==> src/rtl/pong_ball_pkg.sv <==
// Shared definitions for the PONG ball engine: screen defaults, FSM encoding,
// centre position and score helpers.
package pong_ball_pkg;

  localparam int H_PIXELS_DEF = 640;
  localparam int V_PIXELS_DEF = 480;

  // Top-left corner of a centred 8x8 ball on the default screen.
  localparam int CENTRE_X = 316;
  localparam int CENTRE_Y = 236;

  localparam logic [3:0] SCORE_MAX = 4'd9;

  typedef enum logic [1:0] {
    IDLE  = 2'd0,
    MOVE  = 2'd1,
    PAUSE = 2'd2
  } state_t;

  function automatic logic [3:0] sat_inc(input logic [3:0] s);
    return (s >= SCORE_MAX) ? SCORE_MAX : s + 4'd1;
  endfunction

endpackage

==> src/rtl/pong_ball_collide.sv <==
// Horizontal collision resolver: next x, next direction and miss flag from the
// current ball position and both paddle tops. Purely combinational.
module pong_ball_collide
  import pong_ball_pkg::*;
#(
  parameter int H_PIXELS = H_PIXELS_DEF,
  parameter int BALL     = 8,
  parameter int SPEED    = 2,
  parameter int PADDLE_H = 64,
  parameter int PADDLE_W = 8,
  parameter int PLX      = 16,
  parameter int PRX      = 616
) (
  input  logic [9:0] ball_x,
  input  logic [9:0] ball_y,
  input  logic       dx_right,
  input  logic [9:0] paddle_l_y,
  input  logic [9:0] paddle_r_y,
  output logic [9:0] next_x,
  output logic       next_dx_right,
  output logic       miss
);

  localparam logic [10:0] B      = 11'(BALL);
  localparam logic [10:0] S      = 11'(SPEED);
  localparam logic [10:0] PH     = 11'(PADDLE_H);
  localparam logic [10:0] HP     = 11'(H_PIXELS);
  localparam logic [10:0] PR     = 11'(PRX);
  localparam logic [10:0] PL_END = 11'(PLX + PADDLE_W);
  localparam logic [9:0]  S10    = 10'(SPEED);
  localparam logic [9:0]  R_STOP = 10'(PRX - BALL);
  localparam logic [9:0]  L_STOP = 10'(PLX + PADDLE_W);

  // 11-bit intermediates so that sums such as x+BALL+SPEED never wrap.
  logic [10:0] x, y, pl, pr;
  logic        overlap_l, overlap_r, hit_l, hit_r, miss_l, miss_r;

  assign x  = {1'b0, ball_x};
  assign y  = {1'b0, ball_y};
  assign pl = {1'b0, paddle_l_y};
  assign pr = {1'b0, paddle_r_y};

  assign overlap_l = (y + B > pl) && (y < pl + PH);
  assign overlap_r = (y + B > pr) && (y < pr + PH);

  assign hit_r  = (x + B <= PR) && (x + B + S > PR) && overlap_r;
  assign miss_r = (x + B + S > HP);
  assign hit_l  = (x >= PL_END) && (x < PL_END + S) && overlap_l;
  assign miss_l = (x < S);

  // NOTE: every output gets a default before the branches so no path leaves
  // a signal unassigned, which would otherwise infer a latch.
  always_comb begin
    next_x        = ball_x;
    next_dx_right = dx_right;
    miss          = 1'b0;
    if (dx_right) begin
      if (hit_r) begin
        next_x        = R_STOP;
        next_dx_right = 1'b0;
      end else if (miss_r) begin
        miss          = 1'b1;
        next_dx_right = 1'b1;
      end else begin
        next_x = ball_x + S10;
      end
    end else begin
      if (hit_l) begin
        next_x        = L_STOP;
        next_dx_right = 1'b1;
      end else if (miss_l) begin
        miss          = 1'b1;
        next_dx_right = 1'b0;
      end else begin
        next_x = ball_x - S10;
      end
    end
  end

endmodule

==> src/rtl/pong_ball.sv <==
// PONG ball engine: advances the ball once per frame, resolves walls, paddles
// and misses, keeps scores and flags the beam being on the ball.
module pong_ball
  import pong_ball_pkg::*;
#(
  parameter int H_PIXELS     = H_PIXELS_DEF,
  parameter int V_PIXELS     = V_PIXELS_DEF,
  parameter int BALL         = 8,
  parameter int SPEED        = 2,
  parameter int PADDLE_H     = 64,
  parameter int PADDLE_W     = 8,
  parameter int PLX          = 16,
  parameter int PRX          = 616,
  parameter int PAUSE_FRAMES = 60
) (
  input  logic       vga_clock,
  input  logic       rst,
  input  logic [9:0] vga_x,
  input  logic [9:0] vga_y,
  input  logic       dsp_en,
  input  logic       end_of_frame,
  input  logic [9:0] paddle_l_y,
  input  logic [9:0] paddle_r_y,
  input  logic       serve,
  output logic       ball_pixel,
  output logic [9:0] ball_x,
  output logic [9:0] ball_y,
  output logic       score_l_pulse,
  output logic       score_r_pulse,
  output logic [3:0] score_l,
  output logic [3:0] score_r,
  output logic       game_over
);

  localparam int          CW         = $clog2(PAUSE_FRAMES + 1);
  localparam logic [CW-1:0] PAUSE_LAST = CW'(PAUSE_FRAMES - 1);
  localparam logic [10:0] B11      = 11'(BALL);
  localparam logic [10:0] S11      = 11'(SPEED);
  localparam logic [10:0] VP11     = 11'(V_PIXELS);
  localparam logic [9:0]  S10      = 10'(SPEED);
  localparam logic [9:0]  Y_BOTTOM = 10'(V_PIXELS - BALL);
  localparam logic [9:0]  CX       = 10'(CENTRE_X);
  localparam logic [9:0]  CY       = 10'(CENTRE_Y);

  state_t        state, state_next;
  logic          dx_right, dx_right_next, dy_down, dy_down_next;
  logic [9:0]    x_next, y_next, y_vert, col_x;
  logic          dy_vert, col_dx_right, col_miss;
  logic [CW-1:0] pause_cnt, pause_cnt_next;
  logic [3:0]    score_l_next, score_r_next;
  logic          pulse_l_next, pulse_r_next, pixel_next;
  logic [10:0]   y11, bx11, by11, vx11, vy11;

  pong_ball_collide #(
    .H_PIXELS (H_PIXELS),
    .BALL     (BALL),
    .SPEED    (SPEED),
    .PADDLE_H (PADDLE_H),
    .PADDLE_W (PADDLE_W),
    .PLX      (PLX),
    .PRX      (PRX)
  ) u_collide (
    .ball_x        (ball_x),
    .ball_y        (ball_y),
    .dx_right      (dx_right),
    .paddle_l_y    (paddle_l_y),
    .paddle_r_y    (paddle_r_y),
    .next_x        (col_x),
    .next_dx_right (col_dx_right),
    .miss          (col_miss)
  );

  assign game_over = (score_l == SCORE_MAX) || (score_r == SCORE_MAX);

  assign y11  = {1'b0, ball_y};
  assign bx11 = {1'b0, ball_x};
  assign by11 = y11;
  assign vx11 = {1'b0, vga_x};
  assign vy11 = {1'b0, vga_y};

  // Vertical wall bounce, independent of the horizontal resolver.
  always_comb begin
    y_vert  = ball_y + S10;
    dy_vert = dy_down;
    if (dy_down) begin
      if (y11 + B11 + S11 > VP11) begin
        y_vert  = Y_BOTTOM;
        dy_vert = 1'b0;
      end
    end else if (y11 < S11) begin
      y_vert  = '0;
      dy_vert = 1'b1;
    end else begin
      y_vert = ball_y - S10;
    end
  end

  always_comb begin
    state_next     = state;
    x_next         = ball_x;
    y_next         = ball_y;
    dx_right_next  = dx_right;
    dy_down_next   = dy_down;
    pause_cnt_next = pause_cnt;
    score_l_next   = score_l;
    score_r_next   = score_r;
    pulse_l_next   = 1'b0;
    pulse_r_next   = 1'b0;
    case (state)
      IDLE: begin
        if (serve && !game_over) state_next = MOVE;
      end
      MOVE: begin
        if (end_of_frame) begin
          x_next        = col_x;
          y_next        = y_vert;
          dx_right_next = col_dx_right;
          dy_down_next  = dy_vert;
          if (col_miss) begin
            state_next     = PAUSE;
            pause_cnt_next = '0;
            // Ball leaving on the right means the left player scored.
            if (dx_right) begin
              score_l_next = sat_inc(score_l);
              pulse_l_next = 1'b1;
            end else begin
              score_r_next = sat_inc(score_r);
              pulse_r_next = 1'b1;
            end
          end
        end
      end
      PAUSE: begin
        if (end_of_frame) begin
          if (pause_cnt == PAUSE_LAST) begin
            state_next     = IDLE;
            x_next         = CX;
            y_next         = CY;
            dy_down_next   = !dy_down;
            pause_cnt_next = '0;
          end else begin
            pause_cnt_next = pause_cnt + CW'(1);
          end
        end
      end
      default: state_next = IDLE;
    endcase
  end

  assign pixel_next = dsp_en && (state != PAUSE) &&
                      (vx11 >= bx11) && (vx11 < bx11 + B11) &&
                      (vy11 >= by11) && (vy11 < by11 + B11);

  // NOTE: sequential state uses non-blocking assignments so every register
  // samples the values from before this edge, independent of statement order.
  always_ff @(posedge vga_clock or posedge rst) begin
    if (rst) begin
      state         <= IDLE;
      ball_x        <= CX;
      ball_y        <= CY;
      dx_right      <= 1'b1;
      dy_down       <= 1'b1;
      pause_cnt     <= '0;
      score_l       <= '0;
      score_r       <= '0;
      score_l_pulse <= 1'b0;
      score_r_pulse <= 1'b0;
      ball_pixel    <= 1'b0;
    end else begin
      state         <= state_next;
      ball_x        <= x_next;
      ball_y        <= y_next;
      dx_right      <= dx_right_next;
      dy_down       <= dy_down_next;
      pause_cnt     <= pause_cnt_next;
      score_l       <= score_l_next;
      score_r       <= score_r_next;
      score_l_pulse <= pulse_l_next;
      score_r_pulse <= pulse_r_next;
      ball_pixel    <= pixel_next;
    end
  end

endmodule

==> config.mk <==
export PLATFORM = sky130hd
export DESIGN_NAME = pong_ball
export DESIGN_NICKNAME = d
export VERILOG_FILES = /design/src/rtl/pong_ball_pkg.sv /design/src/rtl/pong_ball_collide.sv /design/src/rtl/pong_ball.sv
export SDC_FILE = /design/constraint.sdc
export NUM_CORES = 1
export LEC_CHECK = 0
export ABC_CLOCK_PERIOD_IN_PS = 9100
export CORE_MARGIN = 1.5
export CORE_UTILIZATION = 40
export DETAILED_ROUTE_END_ITERATION = 8
export PLACE_DENSITY = 0.72
export SETUP_SLACK_MARGIN = 0.5
export SYNTH_ARGS = -nofsm -noshare
export SYNTH_HDL_FRONTEND = slang
export SYNTH_SLANG_ARGS = --single-unit
==> constraint.sdc <==
create_clock -name vga_clock -period 9.1 [get_ports vga_clock]
set_clock_uncertainty 0.15 [all_clocks]
set_input_delay 2.275 -clock vga_clock [delete_from_list [all_inputs] [get_ports vga_clock]]
set_output_delay 2.275 -clock vga_clock [all_outputs]
set_load 0.05 [all_outputs]
After elaboration in Yosys (flattened, before gate mapping)
Index checks and enable logic that the tools add are counted.

storage, ports and cells
  bits in registers = 41
  output and inout port bits = 32
  logic and storage cells = 132

operators by class
  add/sub/neg operators = 13
  magnitude comparators = 18
  eq/ne operators = 13
  multiplexer cells = 52
  bitwise operators = 1
  reductions and logical operators = 24

operators with widths
  kind                                                         count
  two-way mux 10 bit                                           14
  less-than comparator 10 x 11 -> 1 bit                        4
  case mux 10 bit (2 select lines)                             2
  two-way mux 6 bit                                            4
  adder 10 x 4 -> 11 bit, second input constant                2
  adder 10 x 7 -> 11 bit, second input constant                2
  adder 11 x 2 -> 11 bit, second input constant                2
  > comparator 11 x 10 -> 1 bit                                2
  > comparator 11 x 10 -> 1 bit, second input constant         2
  two-way mux 1 bit                                            22
  adder 10 x 2 -> 10 bit, second input constant                2
  >= comparator 10 bit                                         2
  less-than comparator 10 x 2 -> 1 bit, second input constant  2
  subtractor 10 x 2 -> 10 bit, second input constant           2
  AND reduction 4 bit                                          4
  logical AND 1 bit                                            12
  inequality test 2 bit, second input constant                 6
  case mux 6 bit (2 select lines)                              1
  > comparator 11 x 9 -> 1 bit, second input constant          1
  <= comparator 11 x 10 -> 1 bit, second input constant        1
  >= comparator 10 x 5 -> 1 bit, second input constant         1
  less-than comparator 10 x 5 -> 1 bit, second input constant  1
  two-way mux 2 bit                                            5
  adder 4 x 1 -> 4 bit, second input constant                  2
  18 further kinds                                             23

Logic depth before layout (Yosys ltp)
  depth in word-level cells = 10
  gate-level depth with buffers = 16

Cells and area by module
From an unflattened synthesis, not the netlist that was laid out.

unflattened totals
  cells, all modules = 696
  area total of the unflattened synthesis = 5,567.8 sq um

modules (own cells, without submodules)
  module             instances  cells each  area each (sq um)  sequential area each (sq um)
  pong_ball          1          402         3,413.3            1,016.0
  pong_ball_collide  1          294         2,154.6            0.0

Worst setup path after synthesis
Ideal clock, no wire load.

  path kind = input port to flip-flop
  start = input port paddle_l_y[6]
  end = register ball_x[7]
  library setup time = 0.084 ns
  data arrival time = 4.482 ns
  required time = 8.866 ns
  slack = 4.384 ns
  cell stages on the path = 12
  cell sequence = ha_1 > xnor2_1 > ha_1 > o21a_1 > o21ai_0 > a21oi_1 > a2111oi_4 > o41ai_1 > a41oi_4 > buf_6 > nand2_1 > o22ai_1

on the way
  longest elaborated chain between the ends = 8
  elaborated cells on any way between the ends = 11
  those cells by class = 1 x add/sub; 2 x order compare; 1 x eq/ne; 4 x mux; 3 x reduce/logical

ends and longest elaborated chain
  what                                   line                     RTL
  start, declared                        pong_ball.sv:22          input logic [9:0] paddle_l_y,
  adder 10 x 7 -> 11 bit                 pong_ball_collide.sv:43  assign overlap_l = (y + B > pl) && (y < pl + PH);
  less-than comparator 10 x 11 -> 1 bit  pong_ball_collide.sv:43
  logical AND 1 bit *                    pong_ball_collide.sv:43
  logical AND 1 bit *                    pong_ball_collide.sv:48  assign hit_l = (x >= PL_END) && (x < PL_END + S) && overlap_l;
  two-way mux 10 bit                     pong_ball_collide.sv:68  if (hit_l) begin
  two-way mux 10 bit                     pong_ball_collide.sv:57  if (dx_right) begin
  two-way mux 10 bit                     pong_ball.sv:114         if (end_of_frame) begin
  case mux 10 bit (2 select lines)       pong_ball.sv:109         case (state)
  end signal, assigned                   pong_ball.sv:171         ball_x <= x_next;
  end, declared                          pong_ball.sv:26          output logic [9:0] ball_x,

Every way passes the cells marked *; elsewhere a longest branch is shown, timed or not. The select of a mux whose other input is x is not followed.
A chain may end at the register's enable or synchronous reset.

Worst setup path after layout
  start = input port paddle_l_y[6]
  end = register ball_x[1]

Same word-level chain as after synthesis.

==> flow_summary_export.csv <==
group,metric,value,unit
sta,fin_setup_tns,0,ps
power_and_ir_drop,p_comb_frac,0.651,
clocking,clkLatencyLatePin,280,ps
global_routing,grt_pass1_vias,4818,
floorplanning,initial_core_util,0.408,
clocking,cts_resized,0,
logic_synthesis,yosys.area_share.simple,0.214,
logic_synthesis,synthTopCellsByArea,"ha_1 (20%), dfrtp_1 (13%), dfstp_2 (6.1%)",
logic_synthesis,synth_edf_count,0,
critical_path,cp.required,9140,ps
logic_synthesis,synth_warnings,0,
global_routing,antenna_found_initial,0,
sta,hold_violations,0,
logic_synthesis,synth_ff_type,"dfrtp_1",
logic_synthesis,synth_cells,642,
cells_and_area,layout.cells.non_filler,871,
clocking,clock_path_buffers,2,
cells_and_area,area_growth,19.0,%
outcome,status,"finished clean",
floorplanning,die_w,117,um
sta,period_minus_slack,5580,ps
logic_synthesis,ys_ff_latch,39,
clocking,hold_buffers,0,
critical_path,crit_path_end_kind,"register",
critical_path,crit_path_start_kind,"input port",
placed_design,io_buffers,72,
global_routing,grt_pass1_wl,23.2,mm
floorplanning,io_pins,77,
critical_path,r2r-start,"ball_y[5]",
floorplanning,dieArea,0.0136,mm^2
route,drt_iter0_drc,521,
power_and_ir_drop,swShare,0.511,
critical_path,r2r_setup_slack,4350,ps
sta,setup_viol_count_final,0,
flow_run,drv_cap,0,
floorplanning,core-area,0.0126,mm^2
global_routing,grt-ovfl-total,0,
route,vias_per_cell,5.67,
power_and_ir_drop,fin_total_pwr,1.59,mW
cells_and_area,nNetsFinal,827,
route,routed-via-count,4939,
logic_synthesis,yosys-top-cells-count,"ha_1 (84), nand2_1 (59), inv_1 (57)",
power_and_ir_drop,p_seq_frac,0.220,
critical_path,r2r-end,"ball_x[8]",
logic_synthesis,async_flop_share,1.00,
min_path,holdCritStartpoint,"state[1]",
clocking,cts.reportedPaths.clkPinSlew,60,ps
power_and_ir_drop,powerDensity,260,mW/mm^2
sta,max_freq,179,MHz
sta,setup_slack,3520,ps
sta,rsz0062_at_grt,"false",
placed_design,post-place-ws,3260,ps
placed_design,dpl.cell_count,863,
logic_synthesis,synth_mux_area_frac,0.00388,
sta,slew_headroom,0.431,
power_and_ir_drop,clockPowerShare,0.129,
power_and_ir_drop,internal-power,0.779,mW
cells_and_area,final_util,0.486,
power_and_ir_drop,leakage,2.64,nW
logic_synthesis,synth_adder_area_share,0.204,
critical_path,rr_worst_depth,14,
critical_path,critical_path_arrival,5630,ps
sta,worst_pin_slew,847,ps
sta,finalMaxSlewViolations,0,
logic_synthesis,syn-cell-area,0.00515,mm^2
min_path,hold_path.class,"register to register",
placed_design,gp_congestion,0.953,
logic_synthesis,synth_top_family_by_area,"compound AO/OA/AOI/OAI gates",
route,wl_per_cell,16.1,um
critical_path,worstSetupPathType,"input port to register",
logic_synthesis,seq_area_frac_synth,0.192,
cells_and_area,final_layout_size_suffix_gt1_frac,0.0672,
critical_path,cp_max_fo,17,
min_path,hold_path_end,"state[0]",
min_path,whs_path_depth,1,
clocking,cts_max_level,2,
route,wirelength,14.0,mm
global_routing,grt_usage,0.212,
global_routing,grt_max_degree,40,
cells_and_area,diodes,0,
logic_synthesis,synth_compound_area_frac,0.258,
route,drc,0,
floorplanning,rows,41,
clocking,numCtsBuffers,5,
floorplanning,dieHeight,117,um
placed_design,dp_hpwl,10.9,mm
route,antenna_left,0,
logic_synthesis,synth.top_cell.area_share,0.204,
logic_synthesis,synth.largest_area_cell,"ha_1",
logic_synthesis,synthXorXnorAreaFrac,0.0541,
clocking,cts_tree,"done",
clocking,postCtsSetupBuffers,0,
logic_synthesis,ys_types,81,
sta,period_share,0.614,
power_and_ir_drop,vdd_drop_max,0.000129,V
clocking,clock-sinks,39,
logic_synthesis,avgSynthCellArea,8.03,um^2
logic_synthesis,yosysMostFrequentCell,"ha_1",
clocking,cts_root_buffer,"clkbuf_16",
route,drtPass1Iterations,5,
power_and_ir_drop,power.switching,0.815,mW
## critical path: stages
cell and delay (ps):
clkdlybuf4s50_1 480, ha_1 260, xnor2_1 130, ha_1 270, o21a_1 170, o21ai_0 190
a21oi_1 140, a2111oi_4 580, o41ai_1 210, a41oi_4 480, nand2_1 220, mux2i_1 210
## how the worst max path moves through the flow
stage	cells after the start	to	slack, ps	from
2_1_floorplan	12	ball_x[7]	4380	paddle_l_y[6]
3_3_place_gp	11	ball_x[4]	3370	paddle_l_y[6]
3_5_place_dp	12	ball_x[9]	3260	paddle_l_y[6]
4_1_cts	12	ball_x[1]	3520	paddle_l_y[6]
5_1_grt	12	ball_x[9]	3250	paddle_l_y[6]
6_report	12	ball_x[1]	3520	paddle_l_y[6]
## metal layers
layer,routed length (um),vias up,part of all wire,global-route usage
li1,-,2440,-,-
met3,781,25,0.056,0.0228
met2,6520,157,0.46,0.358
met5,0,-,0,0
met1,6450,2317,0.46,0.286
met4,276,0,0.020,0.0634
## registers in the layout (all words and copies together), names as in the netlist, 2 cells and up
name,count
state,2
score_l,4
ball_x,9
ball_y,9
pause_cnt,6
score_r,4
## cell type report
cell class / count / area [um^2]
clock buffers: 6 / 139
flip-flops and latches: 39 / 991
clock inverters: 2 / 35.0
fillers: 1239 / 6480
inverters: 60 / 225
repair buffers: 74 / 736
multi-input cells: 518 / 3790
well taps: 172 / 215
## power by group through the flow
| stage | clock (mW) | sequential, mW | combinational (mW) |
|---|---|---|---|
| global route | 0.214 | 0.361 | 1.15 |
| detailed placement | 0 | 0.350 | 1.03 |
| floorplan | 0 | 0.375 | 0.733 |
| global placement | 0 | 0.349 | 1.00 |
| CTS | 0.209 | 0.347 | 1.03 |
| finish | 0.206 | 0.350 | 1.04 |
## per-stage QoR
stage          hold slack [ps]  instance area (um^2)
6_report                   359                  6130
5_1_grt                    379                  6130
4_1_cts                    345                  6130
3_5_place_dp               328                  5960
3_3_place_gp               323                  5960
2_1_floorplan              299                  5160
## cells by family (layout without fill, tap and decap cells)
| logic type | after synthesis | in the layout |
|---|---|---|
| flops | 39 | 39 |
| xor+xnor | 28 | 28 |
| fa+ha+maj | 84 | 84 |
| mux | 2 | 2 |
| compound gates | 188 | 188 |
| simple gates | 214 | 214 |
| other cells | 1 | 2 |
| buf+inv | 86 | 142 |
## layout by cell type (no fill, tap or decap), types with 4 or more instances in the layout
| cell | instances |
|---|---|
| a31oi_1 | 7 |
| a211oi_1 | 11 |
| nor2b_1 | 6 |
| nand2b_1 | 8 |
| nand2_1 | 59 |
| and3_1 | 5 |
| a21oi_1 | 30 |
| nor2_1 | 40 |
| a21o_1 | 10 |
| clkbuf_16 | 5 |
| nand3_1 | 27 |
| o211ai_1 | 5 |
| ha_1 | 84 |
| o31ai_1 | 5 |
| xnor2_1 | 23 |
| nand4_1 | 10 |
| o41ai_1 | 4 |
| a21boi_0 | 5 |
| nor3b_1 | 5 |
| o21ai_0 | 51 |
| dfstp_2 | 12 |
| o21a_1 | 12 |
| nor3_1 | 18 |
| and2_1 | 6 |
| dfrtp_1 | 27 |
| nor4_1 | 6 |
| clkdlybuf4s50_1 | 72 |
| inv_1 | 57 |
Note: power is estimated with default switching activity, not from simulation.
